`config.mk`:
```
export PLATFORM = sky130hd
export DESIGN_NAME = scan_select_mux_flat
export DESIGN_NICKNAME = d
export VERILOG_FILES = /design/src/rtl/scan_select_mux_if.sv /design/src/rtl/scan_select_mux.sv /design/src/flat_wrapper.sv
export SDC_FILE = /design/constraint.sdc
export NUM_CORES = 1
export LEC_CHECK = 0
export BUFFER_PORTS_ARGS = -buffer_cell sky130_fd_sc_hd__buf_2
export CAP_MARGIN = 20
export CORE_MARGIN = 1.5
export CORE_UTILIZATION = 44
export CTS_CLUSTER_SIZE = 20
export DETAILED_ROUTE_END_ITERATION = 8
export PLACE_DENSITY = 0.7
export SYNTH_ARGS = -nofsm -noshare
export SYNTH_HDL_FRONTEND = slang
export SYNTH_SLANG_ARGS = --single-unit
```
`constraint.sdc`:
```
create_clock -name clock -period 4.07 [get_ports clock]
set_input_delay 0 -clock clock [delete_from_list [all_inputs] [get_ports clock]]
set_output_delay 0 -clock clock [all_outputs]
set_load 0.005 [all_outputs]
```
`src/rtl/scan_select_mux_if.sv`:
```
// rtl/scan_select_mux_if.sv - channel-select bus between the driving logic and scan_select_mux
//
// Purpose: groups the scan selector control inputs, channel data and registered outputs.
// Ports (master drives / slave receives):
//   en        advance strobe for scan modes
//   mode      00 manual, 01 scan up, 10 scan down, 11 freeze
//   sel_in    manual channel select
//   data_in   packed channel data, channel i = data_in[i*W +: W]
//   sel_q     registered channel index          (slave output)
//   onehot_q  registered one-hot of sel_q       (slave output)
//   data_out  registered selected channel data  (slave output)
//   sel_err   registered manual out-of-range    (slave output)
//   wrap      one-cycle scan wrap pulse         (slave output)
interface scan_select_mux_if #(
    parameter int N_CH = 8,
    parameter int W    = 4
);
    localparam int SEL_W = $clog2(N_CH);

    logic              en;
    logic [1:0]        mode;
    logic [SEL_W-1:0]  sel_in;
    logic [N_CH*W-1:0] data_in;
    logic [SEL_W-1:0]  sel_q;
    logic [N_CH-1:0]   onehot_q;
    logic [W-1:0]      data_out;
    logic              sel_err;
    logic              wrap;

    modport master (
        output en, mode, sel_in, data_in,
        input  sel_q, onehot_q, data_out, sel_err, wrap
    );

    modport slave (
        input  en, mode, sel_in, data_in,
        output sel_q, onehot_q, data_out, sel_err, wrap
    );
endinterface

```
`src/rtl/scan_select_mux.sv`:
```
// rtl/scan_select_mux.sv - N-channel registered selector with auto-scan, freeze and range check
//
// Purpose: binary select -> one-hot decode -> AND-OR mux, all outputs registered.
// Ports:
//   clock   system clock
//   reset   synchronous, active-high
//   bus     scan_select_mux_if.slave (en, mode, sel_in, data_in in; sel_q, onehot_q,
//           data_out, sel_err, wrap out)
module scan_select_mux #(
    parameter int N_CH  = 8,
    parameter int W     = 4,
    parameter int DWELL = 4
) (
    input  logic clock,
    input  logic reset,
    scan_select_mux_if.slave bus
);
    localparam int SEL_W = $clog2(N_CH);
    localparam int DW_W  = (DWELL > 1) ? $clog2(DWELL) : 1;
    localparam logic [SEL_W-1:0] LAST    = SEL_W'(N_CH - 1);
    localparam logic [DW_W-1:0]  DW_LAST = DW_W'(DWELL - 1);

    typedef enum logic [1:0] {
        MANUAL  = 2'b00,
        SCAN_UP = 2'b01,
        SCAN_DN = 2'b10,
        FREEZE  = 2'b11
    } state_t;

    state_t            state;
    state_t            nxt;
    logic [SEL_W-1:0]  sel_q;
    logic [N_CH-1:0]   onehot_q;
    logic [W-1:0]      data_out;
    logic              sel_err;
    logic              wrap;
    logic [DW_W-1:0]   dwell;

    logic              changed;
    logic              sel_valid;
    logic [DW_W-1:0]   dwell_base;
    logic              step;
    logic [SEL_W-1:0]  sel_next;
    logic [N_CH-1:0]   oh_next;
    logic [W-1:0]      mux_next;
    logic [N_CH-1:0]   oh_held;
    logic [W-1:0]      mux_held;

    // The state for this cycle's action is the decoded mode itself, so a mode
    // change takes effect on the same edge it is sampled.
    always_comb begin
        nxt        = state_t'(bus.mode);
        changed    = (nxt != state);
        sel_valid  = (bus.sel_in <= LAST);
        // A state change restarts dwell counting from zero.
        dwell_base = changed ? '0 : dwell;
        step       = bus.en && (dwell_base == DW_LAST);
    end

    always_comb begin
        sel_next = sel_q;
        case (nxt)
            MANUAL:  if (sel_valid) sel_next = bus.sel_in;
            SCAN_UP: if (step) sel_next = (sel_q == LAST) ? '0 : sel_q + SEL_W'(1);
            SCAN_DN: if (step) sel_next = (sel_q == '0) ? LAST : sel_q - SEL_W'(1);
            default: sel_next = sel_q;
        endcase
    end

    // One-hot decode and AND-OR mux. An invalid manual select decodes to all
    // zeros, which makes the mux output zero without any special case.
    always_comb begin
        oh_next  = '0;
        oh_held  = '0;
        mux_next = '0;
        mux_held = '0;
        for (int i = 0; i < N_CH; i++) begin
            oh_next[i] = (sel_next == SEL_W'(i)) && !((nxt == MANUAL) && !sel_valid);
            oh_held[i] = (sel_q == SEL_W'(i));
        end
        for (int i = 0; i < N_CH; i++) begin
            mux_next = mux_next | (bus.data_in[i*W +: W] & {W{oh_next[i]}});
            mux_held = mux_held | (bus.data_in[i*W +: W] & {W{oh_held[i]}});
        end
    end

    always_ff @(posedge clock) begin
        if (reset) begin
            state    <= MANUAL;
            sel_q    <= '0;
            onehot_q <= N_CH'(1);
            data_out <= '0;
            sel_err  <= 1'b0;
            wrap     <= 1'b0;
            dwell    <= '0;
        end else begin
            state <= nxt;
            sel_q <= sel_next;
            wrap  <= 1'b0;
            case (nxt)
                MANUAL: begin
                    onehot_q <= oh_next;
                    data_out <= mux_next;
                    sel_err  <= !sel_valid;
                    dwell    <= '0;
                end
                SCAN_UP, SCAN_DN: begin
                    onehot_q <= oh_next;
                    data_out <= mux_next;
                    sel_err  <= 1'b0;
                    if (bus.en) dwell <= step ? '0 : dwell_base + DW_W'(1);
                    else        dwell <= dwell_base;
                    if (step) begin
                        wrap <= (nxt == SCAN_UP) ? (sel_q == LAST) : (sel_q == '0);
                    end
                end
                default: begin
                    // Freezing straight out of an errored manual select still
                    // rebuilds the outputs from the held channel.
                    if (changed && sel_err) begin
                        onehot_q <= oh_held;
                        data_out <= mux_held;
                        sel_err  <= 1'b0;
                    end
                    dwell <= dwell_base;
                end
            endcase
        end
    end

    assign bus.sel_q    = sel_q;
    assign bus.onehot_q = onehot_q;
    assign bus.data_out = data_out;
    assign bus.sel_err  = sel_err;
    assign bus.wrap     = wrap;
endmodule

```
`src/flat_wrapper.sv`:
```
// flat-port wrapper written by rule: the top's interface ports become plain ports
module scan_select_mux_flat 
#(
    parameter int N_CH  = 8,
    parameter int W     = 4,
    parameter int DWELL = 4
)
  (clock, reset, bus_en, bus_mode, bus_sel_in, bus_data_in, bus_sel_q, bus_onehot_q, bus_data_out, bus_sel_err, bus_wrap);
  scan_select_mux_if #(.N_CH(N_CH), .W(W)) bus_i ();
  input  logic clock;
  input  logic reset;
  input wire logic [$bits(bus_i.en)-1:0] bus_en;
  input wire logic [$bits(bus_i.mode)-1:0] bus_mode;
  input wire logic [$bits(bus_i.sel_in)-1:0] bus_sel_in;
  input wire logic [$bits(bus_i.data_in)-1:0] bus_data_in;
  output wire logic [$bits(bus_i.sel_q)-1:0] bus_sel_q;
  output wire logic [$bits(bus_i.onehot_q)-1:0] bus_onehot_q;
  output wire logic [$bits(bus_i.data_out)-1:0] bus_data_out;
  output wire logic [$bits(bus_i.sel_err)-1:0] bus_sel_err;
  output wire logic [$bits(bus_i.wrap)-1:0] bus_wrap;
  assign bus_i.en = bus_en;
  assign bus_i.mode = bus_mode;
  assign bus_i.sel_in = bus_sel_in;
  assign bus_i.data_in = bus_data_in;
  assign bus_sel_q = bus_i.sel_q;
  assign bus_onehot_q = bus_i.onehot_q;
  assign bus_data_out = bus_i.data_out;
  assign bus_sel_err = bus_i.sel_err;
  assign bus_wrap = bus_i.wrap;
  scan_select_mux #(.N_CH(N_CH), .W(W), .DWELL(DWELL)) u_core (.clock(clock), .reset(reset), .bus(bus_i));
endmodule
```
==> results of run 1 <==
critical path: stages, from the launching register on:
cell and delay, ps:
dfxtp_1 320, xor2_1 150, nor2_1 160, and2_1 210, ha_1 290, a21boi_2 90
o311a_1 330, a21oi_4 380, mux2_2 380, a221o_1 340, a21oi_1 130, nor3_1 60
layout make-up:
cell class                 count  area, µm²
inverter                       9       33.8
sequential                    21        420
clock buffer                   4       45.0
multi-input combinational    166       1240
fill                         405       1850
timing repair buffer          61        318
tap                           50       62.6
registers in the layout, summed over array words and instances, names as in the netlist:
register             cells
u_core.state             2
u_core.bus.data_out      4
u_core.bus.sel_q         3
u_core.bus.sel_err       1
u_core.bus.onehot_q      8
u_core.bus.wrap          1
u_core.dwell             2
cells in the final DEF, fill, tap and decap left out, types with 2 or more instances in the layout:
cell       instances
buf_2             56
nor2_1            22
dfxtp_1           21
nand2_1           18
a22oi_1           12
ha_1              12
mux2i_1           11
inv_1              9
o21ai_0            9
a21oi_1            8
a221oi_1           8
mux2_2             7
buf_4              5
nand3_1            4
a31oi_1            4
and2_1             3
nor3b_1            3
and3_1             3
clkbuf_8           3
xor2_1             2
nor2b_1            2
a32oi_1            2
or2b_1             2
o2111a_1           2
a2111oi_2          2
o211ai_1           2
layer usage:
metal / track usage, % / share of wire [%]
met1: 31.2 / 45
met4: 6.63 / 1.0
met3: 4.73 / 6.9
met5: 0 / 0
met2: 38.1 / 47
final timing paths:
check / startpoint / to
max: u_core.state[1]$_SDFF_PP0_ / u_core.bus.data_out[3]$_SDFFE_PP0P_
min reg2reg: u_core.bus.data_out[0]$_SDFFE_PP0P_ / u_core.bus.data_out[0]$_SDFFE_PP0P_
min: bus_mode[1] / u_core.state[1]$_SDFF_PP0_
max reg2reg: u_core.state[1]$_SDFF_PP0_ / u_core.bus.data_out[3]$_SDFFE_PP0P_
stage by stage:
step / hold slack (ps) / area, µm² / std cells / utilization, %
detailed placement: 345 / 2080 / 307 / 52.3
CTS: 57.5 / 2120 / 311 / 53.4
global placement: 331 / 2080 / 307 / 52.3
finish: 58.1 / 2120 / 311 / 53.4
floorplan: 157 / 1800 / 210 / -
global route: 81.8 / 2120 / 311 / 53.4
cell families (layout without fill, tap and decap cells):
kind of cell             count (synthesis)  in the layout  share of synthesized area [%]
adder cells (fa/ha/maj)                 12             12                           8.33
AND/OR/NAND/NOR                         65             65                           17.7
XOR/XNOR                                 2              2                          0.972
flip-flops                              21             21                           23.3
AO/OA/AOI/OAI                           68             68                           30.2
buffers and inverters                   23             74                           7.77
multiplexers                            19             19                           11.7
where the power goes:
group,switching (mW),internal [mW]
combinational,0.0724,0.0582
clock,0.0706,0.0697
sequential,0.00477,0.214
total,0.148,0.342
==> metrics.yaml, run 1 <==
outcome:
  outcome: "finished clean"
clock_network:
  path_clk_slew_ps: 80
  cts.hold.buffers_added: 0
  cts_buffer_depth: 2
  cts_tree: "done"
  clk-insertion-delay-late_ps: 260
  cts_made_buffers: 3
  cts_num_sinks: 21
  postCtsSetupRepairBufs: 0
  post_cts_resized: 0
  cts-htree-levels: 1
  root_buffer: "clkbuf_8"
logic_synthesis:
  synth_edf_count: 0
  synth_seq_area_share_pct: 23.3
  synth_commonest_cells: "nor2_1, dfxtp_1, nand2_1"
  async_flop_share_pct: 0
  synth_top_area_share_pct: 23.3
  synthTopCellsByArea: "dfxtp_1, ha_1, mux2i_1, a22oi_1, nor2_1"
  ys_ff_latch: 21
  yosys.cell_types.count: 57
  yosysWarnings: 0
  synth_top_cell_by_area: "dfxtp_1"
  syn_inst: 210
  ys.flop_type: "dfxtp_1"
  syn_nets: 262
  syn-cell-area_um2: 1800
  syn_avg_cell_area_um2: 8.59
  synth.most_common_cell: "nor2_1"
sta:
  drv_slew: 0
  setup-violations-final: 0
  grt_setup_unrepaired: "false"
  finalHoldViolations: 0
  finalCritPeriodShare_pct: 73.3
  worstMarginPinSlew_ps: 621
  setup-tns-final_ps: 0
  fmax_ghz: 0.335
  slew_headroom_pct: 58.6
  setup_slack_ps: 1090
  clock_skew_ps: 8.81
  post-route-min-period_ps: 2980
drt:
  detail_route.vias_per_cell: 5.88
  vias: 1829
  antenna_left: 0
  dr.pass1.iters: 5
  drcViolationCount: 0
  wirelength_um: 5080
  detail_route.wl_per_cell_um: 16.3
  drt_iter0_drc: 181
worst_setup_path:
  endpoint_kind: "flip-flop"
  worstSetupPathType: "flip-flop to flip-flop"
  crit_required_ps: 4200
  reg2regPathDepth: 11
  start_kind: "flip-flop"
  path_max_fanout: 13
  crit_arrival_ps: 3120
  r2r_slack_ps: 1090
global_routing:
  antenna_found_initial: 0
  grt_max_degree: 22
  first_global_vias: 1709
  overflow: 0
  grt_pass1_wl_um: 8040
  grtUsageTotal_pct: 23.5
die:
  start_util_pct: 45.4
  core_um2: 3970
  die_x_um: 67.0
  die_area_um2: 4490
  die_h_um: 67.0
  rows: 23
  ios: 57
run:
  cap_viol_max_count: 0
power:
  powerDensity_nw_per_um2: 231
  p_leak_nw: 0.966
  ir_drop_mv: 0.154
  total_power_mw: 0.490
place:
  pre_cts_slack_ps: 1120
  place_hpwl_um: 3760
  io_buffers: 56
  gp_congestion: 0.914
hold_path:
  hold_path.class: "primary input to flip-flop"
  hold_depth: 3
cells_and_area:
  antenna_cells: 0
  layout.nets: 314
  syn2layout_area_growth_pct: 17.7
  layout-drive-gt1-share_pct: 31.4
Power figures use the tool's default switching activity.
==> run 2, diff against run 1 <==
- ABC_AREA: unset -> 1
- PLACE_DENSITY: 0.7 -> 0.73
- clock period: 4.07 -> 2.5 ns (I/O delays scaled with it)
==> run 2 against run 1 <==
  * Count of clock-buffer cells in the layout shrank 1
  * Sequential share of layout area shrank 1.8 points
  * Synthesized cell count grew 49%
  * Utilization grew 4.1 points
  * Critical path type unchanged
==> metrics.yaml, run 2 <==
sta:
  finalHoldViolations: 0
  worstMarginPinSlew_ps: 476
  setup-violations-final: 0
  setup-tns-final_ps: 0
  slew_headroom_pct: 68.1
  drv_slew: 0
  finalCritPeriodShare_pct: 90.5
  fmax_ghz: 0.442
  clock_skew_ps: 4.72
  post-route-min-period_ps: 2260
  setup_slack_ps: 238
hold_path:
  hold_depth: 3
  hold_path.class: "primary input to flip-flop"
  min_from: "bus_mode[1]"
  min_to: "u_core.state[1]$_SDFF_PP0_"
place:
  gp_congestion: 1.02
  pre_cts_slack_ps: 157
  place_hpwl_um: 4490
  io_buffers: 56
logic_synthesis:
  ys_ff_latch: 21
  yosysWarnings: 0
  syn-cell-area_um2: 1880
  synth_seq_area_share_pct: 22.4
  synth_top_area_share_pct: 22.4
  ys.flop_type: "dfxtp_1"
  syn_nets: 364
  synth.most_common_cell: "nand2_1"
  synth_edf_count: 0
  yosys.cell_types.count: 31
  syn_avg_cell_area_um2: 6.03
  async_flop_share_pct: 0
  syn_inst: 312
  synthTopCellsByArea: "dfxtp_1, nand2_1, nand3_1, ha_1, nor2_1"
  synth_commonest_cells: "nand2_1, nand3_1, nor2_1"
  synth_top_cell_by_area: "dfxtp_1"
run:
  cap_viol_max_count: 0
cells_and_area:
  biggestRegsByFlops: "u_core.bus.onehot_q (8), u_core.bus.data_out (4), u_core.bus.sel_q (3)"
  syn2layout_area_growth_pct: 24.2
  antenna_cells: 0
  nFillCells: 420
  layout.nets: 426
  final_common_cell: "nand2_1"
  most-common-layout-cells: "nand2_1, buf_2, nand3_1"
  layout-drive-gt1-share_pct: 26.3
  largest_register_ff_count: 8
  top_register: "u_core.bus.onehot_q"
worst_setup_path:
  r2r_slack_ps: 240
  r2r_end: "u_core.bus.data_out[0]$_SDFFE_PP0P_"
  cp_num_buf_inv: 3
  crit_required_ps: 2720
  endpoint_kind: "flip-flop"
  reg2regPathDepth: 20
  worstSetupPathType: "flip-flop to flip-flop"
  worst_path_most_repeated_cell: "nand2_1"
  rr_startpoint: "u_core.state[0]$_SDFF_PP0_"
  critPathMaxStageDelay_ps: 340
  crit_start: "u_core.state[0]$_SDFF_PP0_"
  path_max_fanout: 8
  slowest_stage: "dfxtp_1"
  crit_arrival_ps: 2490
  worstPathCellList: "xnor2_1 > nand2_1 > inv_1 > nand2_1 > inv_1 > ha_4 > nand2_4 > nor2_1 > nand2_1 > nand2_1 > nand3_2 > nand2_4 > nand2_2 > nor2_4 > nand2_1 > nand2_1 > nor2_1 > nand3_1 > nand2_1 > inv_1"
  start_kind: "flip-flop"
  cp_top_family: "simple AND/OR/NAND/NOR gates"
drt:
  vias: 2273
  antenna_left: 0
  drcViolationCount: 0
  wirelength_um: 6050
  detail_route.wl_per_cell_um: 14.3
  dr.pass1.iters: 5
  detail_route.vias_per_cell: 5.37
  drt_iter0_drc: 191
die:
  ios: 57
  core_um2: 4060
  start_util_pct: 46.3
  die_area_um2: 4680
  die_h_um: 68.4
  die_x_um: 68.4
  rows: 23
clock_network:
  cts-htree-levels: 1
  cts_tree: "done"
  cts_num_sinks: 21
  cts_buffer_depth: 2
  cts_made_buffers: 3
  path_clk_slew_ps: 90
  clk-insertion-delay-late_ps: 270
  root_buffer: "clkbuf_8"
global_routing:
  first_global_vias: 1931
  grtUsageTotal_pct: 26.5
  grt_max_degree: 20
  antenna_found_initial: 0
  grt_pass1_wl_um: 9100
  overflow: 0
outcome:
  outcome: "finished clean"
power:
  ir_drop_mv: 0.214
  powerDensity_nw_per_um2: 403
  p_leak_nw: 1.22
-- run 2: changes by cell type in the layout (fill, tap and decap cells not counted), sizes merged, moves of 6 or more --
cell / before / now
nand3: 4 / 42
nor2: 22 / 38
inv: 9 / 34
a221oi: 8 / 0
nand2: 19 / 112
nand4: 0 / 6
a21oi: 9 / 15
mux2: 7 / 0
o21ai: 10 / 4
a22oi: 12 / 0
mux2i: 11 / 0
-- run 2: how the worst max path moves through the flow --
stage,end,slack [ps],cells after the start
after floorplan,u_core.bus.data_out[0]$_SDFFE_PP0P_,480,15
final,u_core.bus.data_out[0]$_SDFFE_PP0P_,240,20
after detailed placement,u_core.bus.data_out[0]$_SDFFE_PP0P_,160,16
after global placement,u_core.bus.data_out[0]$_SDFFE_PP0P_,220,18
after CTS,u_core.bus.data_out[0]$_SDFFE_PP0P_,120,16
after global routing,u_core.bus.data_out[0]$_SDFFE_PP0P_,-10,20
-- run 2: area by class of cell --
class	count	area [µm²]	area share (%)
clock inverters	1	7.51	0.321
flip-flops and latches	21	420	18.0
multi-input cells	248	1330	56.9
inverters	36	135	5.78
repair buffers	64	340	14.6
well taps	50	62.6	2.68
clock buffers	3	41.3	1.77
-- run 2: logic make-up (layout without fill, tap and decap cells) --
logic type | Yosys count | count (layout) | share of synthesized area (%)
adder cells (fa/ha/maj) | 12 | 12 | 7.98
flip-flops | 21 | 21 | 22.4
AO/OA/AOI/OAI | 31 | 31 | 10.8
buffers and inverters | 43 | 104 | 9.18
XOR/XNOR | 3 | 3 | 1.40
AND/OR/NAND/NOR | 202 | 202 | 48.2
-- run 2: metrics by stage --
step                      instance area (µm²)  utilization (%)  instances  power (mW)  hold WS (ps)
final                                    2340             57.6        423       0.941          22.3
after global routing                     2340             57.6        423       0.994          40.3
after CTS                                2260             55.8        419       0.922          22.5
after detailed placement                 2220             54.6        415       0.676           319
after global placement                   2220             54.6        415       0.673           317
after floorplan                          1880                -        312       0.566           142
-- run 2: where the power goes --
| group | switching [mW] | leakage, nW | total, mW | internal, mW |
|---|---|---|---|---|
| registers | 0.0121 | 0.172 | 0.366 | 0.354 |
| clock network | 0.138 | 0.0217 | 0.251 | 0.113 |
| logic | 0.203 | 1.02 | 0.324 | 0.121 |
-- run 2: worst min-delay path, delay by kind of cell --
kind | cells | cell delay, ps
and+or+nand+nor | 1 | 40
buffers and inverters | 2 | 220
-- run 2: repair_timing --
action | CTS | global route
hold endpoints to repair | 0 | 0
buffers inserted | 0 | 4
hold buffers | 0 | 0
resized for setup | 0 | 9
setup endpoints to repair | 0 | 5
-- run 2: routing by layer --
layer	vias up	track usage, %	wire length (µm)
met5	-	0	0
met4	0	9.50	112
met3	13	3.29	533
met2	114	39.7	2690
met1	1015	38.6	2720
li1	1131	-	-
